`src/rtl/hazard_stall_ctrl.sv`:
```
// rtl/hazard_stall_ctrl.sv - pipeline hold/flush/bubble controller for memory, divide, branch and load-use hazards
// Optional STALL_COUNTER_EN macro enables the saturating PC-hold cycle counter on STALL_COUNT.
module hazard_stall_ctrl #(
    parameter int unsigned DIV_CYCLES = 32
) (
    input  logic        CLK,
    input  logic        RESET,
    input  logic [4:0]  ID_RS1,
    input  logic [4:0]  ID_RS2,
    input  logic        ID_USES_RS1,
    input  logic        ID_USES_RS2,
    input  logic [4:0]  EX_DEST_REG,
    input  logic        EX_MEM_READ,
    input  logic        EX_REG_WRITE_ENABLE,
    input  logic        EX_DIV_START,
    input  logic        MEM_REQ,
    input  logic        MEM_READY,
    input  logic        BRANCH_TAKEN,
    output logic        PC_HOLD,
    output logic        IF_ID_HOLD,
    output logic        ID_EX_HOLD,
    output logic        EX_MA_HOLD,
    output logic        IF_ID_FLUSH,
    output logic        ID_EX_BUBBLE,
    output logic        EX_MA_BUBBLE,
    output logic        MA_WB_BUBBLE,
    output logic [1:0]  STATE,
    output logic [31:0] STALL_COUNT
);
    typedef enum logic [1:0] {
        RUN      = 2'b00,
        DIV_WAIT = 2'b01,
        MEM_WAIT = 2'b10
    } state_t;

    localparam logic [7:0] DIV_LOAD   = 8'(DIV_CYCLES - 1);
    localparam bit         DIV_STALLS = (DIV_CYCLES > 1);

    state_t     state_q, state_d;
    logic [7:0] cnt_q, cnt_d;
    logic       memstall, loaduse;

    assign memstall = MEM_REQ && !MEM_READY;
    assign loaduse  = EX_MEM_READ && EX_REG_WRITE_ENABLE && (EX_DEST_REG != 5'd0) &&
                      ((ID_USES_RS1 && (ID_RS1 == EX_DEST_REG)) ||
                       (ID_USES_RS2 && (ID_RS2 == EX_DEST_REG)));

    always_ff @(posedge CLK or posedge RESET) begin
        if (RESET) begin
            state_q <= RUN;
            cnt_q   <= 8'd0;
        end else begin
            state_q <= state_d;
            cnt_q   <= cnt_d;
        end
    end

    // Outputs are gated by RESET so an asserted reset silences them without waiting for an edge.
    always_comb begin
        state_d      = state_q;
        cnt_d        = cnt_q;
        PC_HOLD      = 1'b0;
        IF_ID_HOLD   = 1'b0;
        ID_EX_HOLD   = 1'b0;
        EX_MA_HOLD   = 1'b0;
        IF_ID_FLUSH  = 1'b0;
        ID_EX_BUBBLE = 1'b0;
        EX_MA_BUBBLE = 1'b0;
        MA_WB_BUBBLE = 1'b0;
        if (!RESET) begin
            case (state_q)
                RUN: begin
                    if (memstall) begin
                        PC_HOLD      = 1'b1;
                        IF_ID_HOLD   = 1'b1;
                        ID_EX_HOLD   = 1'b1;
                        EX_MA_HOLD   = 1'b1;
                        MA_WB_BUBBLE = 1'b1;
                        state_d      = MEM_WAIT;
                    end else if (EX_DIV_START && DIV_STALLS) begin
                        PC_HOLD      = 1'b1;
                        IF_ID_HOLD   = 1'b1;
                        ID_EX_HOLD   = 1'b1;
                        EX_MA_BUBBLE = 1'b1;
                        cnt_d        = DIV_LOAD;
                        state_d      = DIV_WAIT;
                    end else if (BRANCH_TAKEN) begin
                        IF_ID_FLUSH  = 1'b1;
                        ID_EX_BUBBLE = 1'b1;
                    end else if (loaduse) begin
                        PC_HOLD      = 1'b1;
                        IF_ID_HOLD   = 1'b1;
                        ID_EX_BUBBLE = 1'b1;
                    end
                end
                DIV_WAIT: begin
                    // The count==1 cycle is the divide's final EX cycle, so it runs unstalled.
                    if (cnt_q > 8'd1) begin
                        PC_HOLD      = 1'b1;
                        IF_ID_HOLD   = 1'b1;
                        ID_EX_HOLD   = 1'b1;
                        EX_MA_BUBBLE = 1'b1;
                        cnt_d        = cnt_q - 8'd1;
                    end else begin
                        cnt_d   = 8'd0;
                        state_d = RUN;
                    end
                end
                MEM_WAIT: begin
                    if (!MEM_READY) begin
                        PC_HOLD      = 1'b1;
                        IF_ID_HOLD   = 1'b1;
                        ID_EX_HOLD   = 1'b1;
                        EX_MA_HOLD   = 1'b1;
                        MA_WB_BUBBLE = 1'b1;
                    end else begin
                        state_d = RUN;
                    end
                end
                default: state_d = RUN;
            endcase
        end
    end

    assign STATE = state_q;

`ifdef STALL_COUNTER_EN
    logic [31:0] stall_cnt_q, stall_cnt_d;

    always_comb begin
        stall_cnt_d = stall_cnt_q;
        if (PC_HOLD && (stall_cnt_q != 32'hFFFF_FFFF)) begin
            stall_cnt_d = stall_cnt_q + 32'd1;
        end
    end

    always_ff @(posedge CLK or posedge RESET) begin
        if (RESET) begin
            stall_cnt_q <= 32'd0;
        end else begin
            stall_cnt_q <= stall_cnt_d;
        end
    end

    assign STALL_COUNT = stall_cnt_q;
`else
    assign STALL_COUNT = 32'd0;
`endif

endmodule

```
`config.mk`:
```
export PLATFORM = sky130hd
export DESIGN_NAME = hazard_stall_ctrl
export DESIGN_NICKNAME = d
export VERILOG_FILES = /design/src/rtl/hazard_stall_ctrl.sv
export SDC_FILE = /design/constraint.sdc
export NUM_CORES = 1
export LEC_CHECK = 0
export ABC_CLOCK_PERIOD_IN_PS = 2860
export BUFFER_PORTS_ARGS = -buffer_cell sky130_fd_sc_hd__buf_2
export CORE_UTILIZATION = 44
export DETAILED_ROUTE_END_ITERATION = 16
export HOLD_SLACK_MARGIN = 0.08
export PLACE_DENSITY = 0.91
export SLEW_MARGIN = 20
export SYNTH_ARGS = -nofsm -noshare
export SYNTH_HDL_FRONTEND = slang
export SYNTH_SLANG_ARGS = --single-unit
```
`constraint.sdc`:
```
create_clock -name CLK -period 2.86 [get_ports CLK]
set_input_delay 0.715 -clock CLK [delete_from_list [all_inputs] [get_ports CLK]]
set_output_delay 0.715 -clock CLK [all_outputs]
set_load 0.05 [all_outputs]
```
==> summary.md, run 1 <==
| Metric | Value |
|---|---|
| Synth top area cells | `buf_4, dfrtp_1, xor2_1, nor2_1, a21oi_1` |
| Final worst-path cycle share | `96.7%` |
| # hold bufs at CTS | `0` |
| Clk root buf | `clkbuf_4` |
| RSZ-0062 raised after global routing | `yes` |
| Sequential share of the synthesized area | `21.8%` |
| # rows | `18` |
| Leakage | `0.000626 uW` |
| Post-DRT Antenna Nets | `0` |
| Sequential power share | `28.7%` |
| Critical Path Fanout Max | `4` |
| Yosys top cell area share | `22.2%` |
| Die ar. | `2820 sq um` |
| Vias/cell | `4.99` |
| Final setup vio count | `0` |
| Tmin final | `2.77 ns` |
| Sw Share | `54.8%` |
| Synth cell types | `39` |
| IO Count | `67` |
| Share of cells above drive strength 1 | `32.4%` |
| Slew HR | `66.1%` |
| Worst Hold Class | `in2async` |
| Clock power share | `12.5%` |
| Footprint of the multi-input gates | `733 sq um` |
| Ys async rst share | `100%` |
| Max_cap viols | `0` |
| # clock sinks | `10` |
| Initial antenna violation count | `0` |
| GRT Residual Overflow | `0` |
| DRT iter0 DRCs | `38` |
| CP required | `2.14 ns` |
| Yosys reg bits | `10` |
| R2R cell count | `6` |
| Final #Nets | `202` |
| Via count | `1012` |
| CP endpoint kind | `primary output` |
| Area of the placeable core | `2480 sq um` |
| DR DRC count | `0` |
| Post-synth EDFFs | `0` |
| Routed len/inst | `11.5 microns` |
| H-tree levels | `1` |
| CP Launch Type | `flop` |
| Ant. Diodes | `0` |
| Fillers | `233` |
| Final WS setup | `0.0934 ns` |
| Status | `finished clean` |
| Synthesized area per cell | `8.26 sq um` |
| Largest net degree at the start of global routing | `15` |
| Synth cell count leaders | `buf_4, dfrtp_1, nor2_1, xor2_1` |
| CTS Buffer Depth | `2` |
| GR Util All Layers | `18.6%` |
| Pre-CTS WS | `0.158 ns` |
| CTS tree | `built` |
| Final wirelength | `2340 microns` |
| Die X | `53.1 microns` |
| First-pass GRT wire length | `3790 microns` |
| Kind of critical path | `reg2out` |
| Cell Int Power | `352 uW` |
| Die Ht | `53.1 microns` |
| Initial Util | `46.4%` |
| FMAX | `361 MHz` |
| Mapped Cells | `139` |
| Worst Path Arrival | `2.05 ns` |
| DP HPWL | `1840 microns` |
| Top FF cell, synth | `dfrtp_1` |
| CTS Buf Count | `3` |
| Synth Warn # | `0` |
| Pre-Repair DR Iteration Count | `4` |
| Register area | `251 sq um` |
| Area Growth Syn to Fin | `11.8%` |
| Top-count cell post-synth | `buf_4` |
| Max-slew violations | `0` |
| Psw | `426 uW` |
| Number of global-route vias before repair | `904` |
| IO Port Bufs | `34` |
| Clk slew on worst S/H paths | `0.07 ns` |
| Routability cong. | `0.839` |
| PD cells | `606 nW/um^2` |
| Synth area leader | `buf_4` |
| Synthesized area | `1150 sq um` |
| Final-report hold violation count | `0` |
| Final Skew | `0.00374 ns` |
| Setup TNS | `0 ns` |
| Peak supply drop | `0.000441 V` |
| Combinational power share | `58.8%` |
| Worst-Margin Slew | `0.508 ns` |
| Clk_lat worst skew | `0.26 ns` |
==> routing by layer <==
metal	global-route usage, %	wire length (microns)
met5	0	0
met4	9.21	26
met3	2.01	174
met2	34.2	1180
met1	21.0	955
==> power groups by stage <==
| stage | Combinational [uW] | Clock, uW | Sequential, uW |
|---|---|---|---|
| floorplan | 389 | 0 | 225 |
| global placement | 437 | 0 | 220 |
| detailed placement | 444 | 0 | 222 |
| CTS | 447 | 101 | 219 |
| global route | 494 | 106 | 227 |
| finish | 457 | 97.5 | 223 |
==> through the flow <==
| stage | instance area [sq um] | total power [uW] | hold WS, ns | std cells | util, % |
|---|---|---|---|---|---|
| 4_1_cts | 1270 | 767 | 0.512 | 203 | 51.2 |
| 5_1_grt | 1280 | 827 | 0.538 | 203 | 51.8 |
| 3_3_place_gp | 1240 | 657 | 0.557 | 200 | 50.1 |
| 6_report | 1280 | 778 | 0.523 | 203 | 51.8 |
| 3_5_place_dp | 1240 | 665 | 0.570 | 200 | 50.1 |
| 2_1_floorplan | 1270 | 615 | 0.543 | 170 | - |
==> worst paths after layout <==
path                                  to     start  slack [ns]
worst max-delay path             PC_HOLD  cnt_q[1]        0.09
worst min register to register  cnt_q[7]  cnt_q[7]        0.58
worst min-delay path            STATE[1]     RESET        0.52
max in group asynchronous       cnt_q[0]     RESET        2.20
min in group CLK                cnt_q[7]  cnt_q[7]        0.58
worst max register to register  cnt_q[5]  cnt_q[1]        1.12
==> critical path, cell delays in order, from the launching register on <==
cell      delay, ns
dfrtp_1        0.40
inv_1          0.10
ha_1           0.19
or2_1          0.30
a31oi_4        0.22
o221a_2        0.23
o21bai_2       0.13
buf_4          0.22
==> kinds of logic (layout without fill, tap and decap cells) <==
| kind of cell | Yosys count | after routing | share of synthesized area (%) |
|---|---|---|---|
| buffers and inverters | 46 | 49 | 26.7 |
| AND/OR/NAND/NOR | 43 | 43 | 23.3 |
| other | 1 | 32 | 0.326 |
| AO/OA/AOI/OAI | 27 | 27 | 18.1 |
| flip-flops | 10 | 10 | 21.8 |
| adder cells (fa/ha/maj) | 2 | 2 | 2.18 |
| XOR/XNOR | 10 | 10 | 7.63 |
==> registers in the layout, indices dropped and copies added, names as in the netlist <==
name,flops
cnt_q,8
STATE,2
==> repair_timing <==
item                       4_1_cts  5_1_grt
cloned                           0        0
setup endpoints to repair        2        3
setup buffers                    0        0
pin swaps                        0        0
gates resized for setup          1        6
==> cell usage in the layout, fill, tap and decap left out, drive strengths merged <==
master   count
or3          1
nor2        11
nand4        2
xor2         8
nor3         2
a21oi        7
or3b         1
or4          1
o221a        1
nand3        1
buf         39
a2111oi      2
o22a         3
o21bai       2
and3         5
and2         1
nand2b       4
a31oi        3
o2111a       1
xnor2        2
a221o        1
a32oi        1
ha           2
clkbuf       3
conb        32
or2          3
o22ai        2
nor4         7
inv          7
nand3b       2
dfrtp       10
a2bb2oi      2
o21ai        2
nand2        2
==> layout make-up <==
cell class | instances | share of cell area, %
multi-input combinational | 114 | 57.1
sequential | 10 | 19.6
timing repair buffer | 39 | 16.6
tap | 30 | 2.92
inverter | 7 | 2.05
clock buffer | 3 | 1.75
No activity file was read; power rests on OpenSTA's default activity.
==> run 2: changes to the inputs <==
--- a/config.mk
+++ b/config.mk
@@ -10,7 +10,7 @@
 export CORE_UTILIZATION = 44
 export DETAILED_ROUTE_END_ITERATION = 16
 export HOLD_SLACK_MARGIN = 0.08
-export PLACE_DENSITY = 0.91
+export PLACE_DENSITY = 0.89
 export SLEW_MARGIN = 20
 export SYNTH_ARGS = -nofsm -noshare
 export SYNTH_HDL_FRONTEND = slang
==> summary.md, run 2 (synthesized netlist as in run 1, its figures left out) <==
| Metric | Value |
|---|---|
| Routability cong. | `0.852 (was 0.839)` |
| Worst Hold Class | `reg2reg (was in2async)` |
| FMAX | `362 MHz (was 361 MHz)` |
| GRT busiest layer | `met2 (unchanged)` |
| Max_cap viols | `0 (unchanged)` |
| DP HPWL | `1850 microns (was 1840 microns)` |
| Reg with most FFs | `cnt_q (unchanged)` |
| Critical Path Fanout Max | `4 (unchanged)` |
| GRT Residual Overflow | `0 (unchanged)` |
| Die Ht | `53.1 microns (unchanged)` |
| CP Launch Type | `flop (unchanged)` |
| GR Util All Layers | `18.9% (was 18.6%)` |
| R2R cell count | `6 (unchanged)` |
| GR Layer Usage met2 | `31.2% (was 34.2%)` |
| IO Count | `67 (unchanged)` |
| Stages on worst setup path | `7 (unchanged)` |
| CTS Buffer Depth | `2 (unchanged)` |
| CP max-delay cell | `dfrtp_1 (unchanged)` |
| Initial antenna violation count | `0 (unchanged)` |
| Final-report hold violation count | `0 (unchanged)` |
| Post-DRT Antenna Nets | `0 (unchanged)` |
| Final worst-path cycle share | `96.7% (about the same)` |
| CP endpoint kind | `primary output (unchanged)` |
| Via count | `1023 (was 1012)` |
| DR DRC count | `0 (unchanged)` |
| Initial Util | `46.4% (unchanged)` |
| Final setup vio count | `0 (unchanged)` |
| Final std cells w/o fill | `204 (was 203)` |
| CP delay by family, top | `compound AO/OA/AOI/OAI gates (unchanged)` |
| IO Port Bufs | `34 (unchanged)` |
| Max reg flops | `8 (unchanged)` |
| Kind of critical path | `reg2out (unchanged)` |
| Vias/cell | `5.01 (was 4.99)` |
| Final wirelength | `2380 microns (was 2340 microns)` |
| Worst-Margin Slew | `0.513 ns (was 0.508 ns)` |
| CTS tree | `built (unchanged)` |
| Placed Area | `1230 sq um (was 1240 sq um)` |
| Clk_lat worst skew | `0.28 ns (was 0.26 ns)` |
| Final #Nets | `202 (unchanged)` |
| CP required | `2.14 ns (about the same)` |
| Worst Path Arrival | `2.05 ns (about the same)` |
| Leakage | `0.000634 uW (was 0.000626 uW)` |
| Area of the placeable core | `2480 sq um (unchanged)` |
| Peak supply drop | `0.000531 V (was 0.000441 V)` |
| Routed len/inst | `11.7 microns (was 11.5 microns)` |
| DRT iter0 DRCs | `20 (was 38)` |
| H-tree levels | `1 (unchanged)` |
| Worst hold stages | `2` |
| Clk slew on worst S/H paths | `0.07 ns (about the same)` |
| Worst Path Buf+Inv | `2 (unchanged)` |
| Final Skew | `0.00226 ns (was 0.00374 ns)` |
| Die X | `53.1 microns (unchanged)` |
| Area Growth Syn to Fin | `12.9% (was 11.8%)` |
| Share of cells above drive strength 1 | `32.2% (was 32.4%)` |
| Number of global-route vias before repair | `816 (was 904)` |
| WHS | `0.578 ns (was 0.523 ns)` |
| # hold bufs at CTS | `0 (unchanged)` |
| Clk root buf | `clkbuf_4 (unchanged)` |
| Status | `finished clean (unchanged)` |
| First-pass GRT wire length | `3800 microns (was 3790 microns)` |
| PD cells | `632 nW/um^2 (was 606 nW/um^2)` |
| Ant. Diodes | `0 (unchanged)` |
| Post-route design area | `1300 sq um (was 1280 sq um)` |
| Most frequent CP cell | `buf_4` |
| Max incr delay on CP | `0.40 ns (about the same)` |
| Routing usage on met3 | `2.87% (was 2.01%)` |
| Pre-CTS WS | `0.143 ns (was 0.158 ns)` |
| CTS Buf Count | `3 (unchanged)` |
| Most frequent cells in the layout | `conb_1, buf_2, dfrtp_1, nor2_1, xor2_1 (was conb_1, buf_2, nor2_1)` |
| Final WS setup | `0.0953 ns (was 0.0934 ns)` |
| Pre-Repair DR Iteration Count | `5 (was 4)` |
| Worst-path cell chain | `buf_4, ha_1, or2_1, a31oi_4, o221a_2, o21bai_2, buf_4 (was inv_1, ha_1, or2_1, a31oi_4, o221a_2, o21bai_2, buf_4)` |
| Tmin final | `2.76 ns (was 2.77 ns)` |
| # clock sinks | `10 (unchanged)` |
| Max-slew violations | `0 (unchanged)` |
| Largest net degree at the start of global routing | `15 (unchanged)` |
| RSZ-0062 raised after global routing | `no (was yes)` |
| Die ar. | `2820 sq um (unchanged)` |
| # rows | `18 (unchanged)` |
| Slew HR | `65.8% (was 66.1%)` |
| Met1 Use GR | `23.2% (was 21.0%)` |
| # placed instances | `199 (was 200)` |
run 2: stage by stage:
stage	TNS, ns	power [uW]	utilization (%)
3_5_place_dp	0	661	49.7
2_1_floorplan	-0.293	615	-
5_1_grt	0	867	52.3
3_3_place_gp	0	656	49.7
4_1_cts	-0.0225	798	51.5
6_report	0	819	52.3
run 2: cell type report:
class	instances	area [sq um]
clock buffer	4	36.3
multi-input combinational	114	733
tap	30	37.5
sequential	10	250
timing repair buffer	39	213
fill	223	1180
inverter	7	26.3
run 2: path summary, 6_finish.rpt:
path | startpoint | end | slack [ns]
hold reg to reg | cnt_q[0] | cnt_q[0] | 0.58
setup reg to reg | cnt_q[0] | cnt_q[5] | 1.14
max in group asynchronous | RESET | cnt_q[4] | 2.14
hold / removal | cnt_q[0] | cnt_q[0] | 0.58
min in group asynchronous | RESET | STATE[1] | 0.60
setup / recovery | cnt_q[0] | IF_ID_HOLD | 0.1
run 2: worst min-delay path, stage by stage, from the launching register on:
cell       delay [ns]
dfrtp_1          0.40
inv_1            0.08
a2bb2oi_1        0.06
run 2: power by group:
group | switching [uW] | total (uW) | internal (uW)
clock network | 58.0 | 135 | 77.5
logic | 326 | 469 | 142
registers | 49.3 | 215 | 166
total | 434 | 819 | 386
run 2: metal layers:
metal  wire, microns  share of wire, %
met1            1040                44
met2            1130                48
met3             152               6.4
met4              51               2.1
met5               0                 0
run 2: what timing repair did:
action,4_1_cts,5_1_grt
buffers inserted,0,1
endpoints found under the setup margin,2,2
resized for setup,1,5
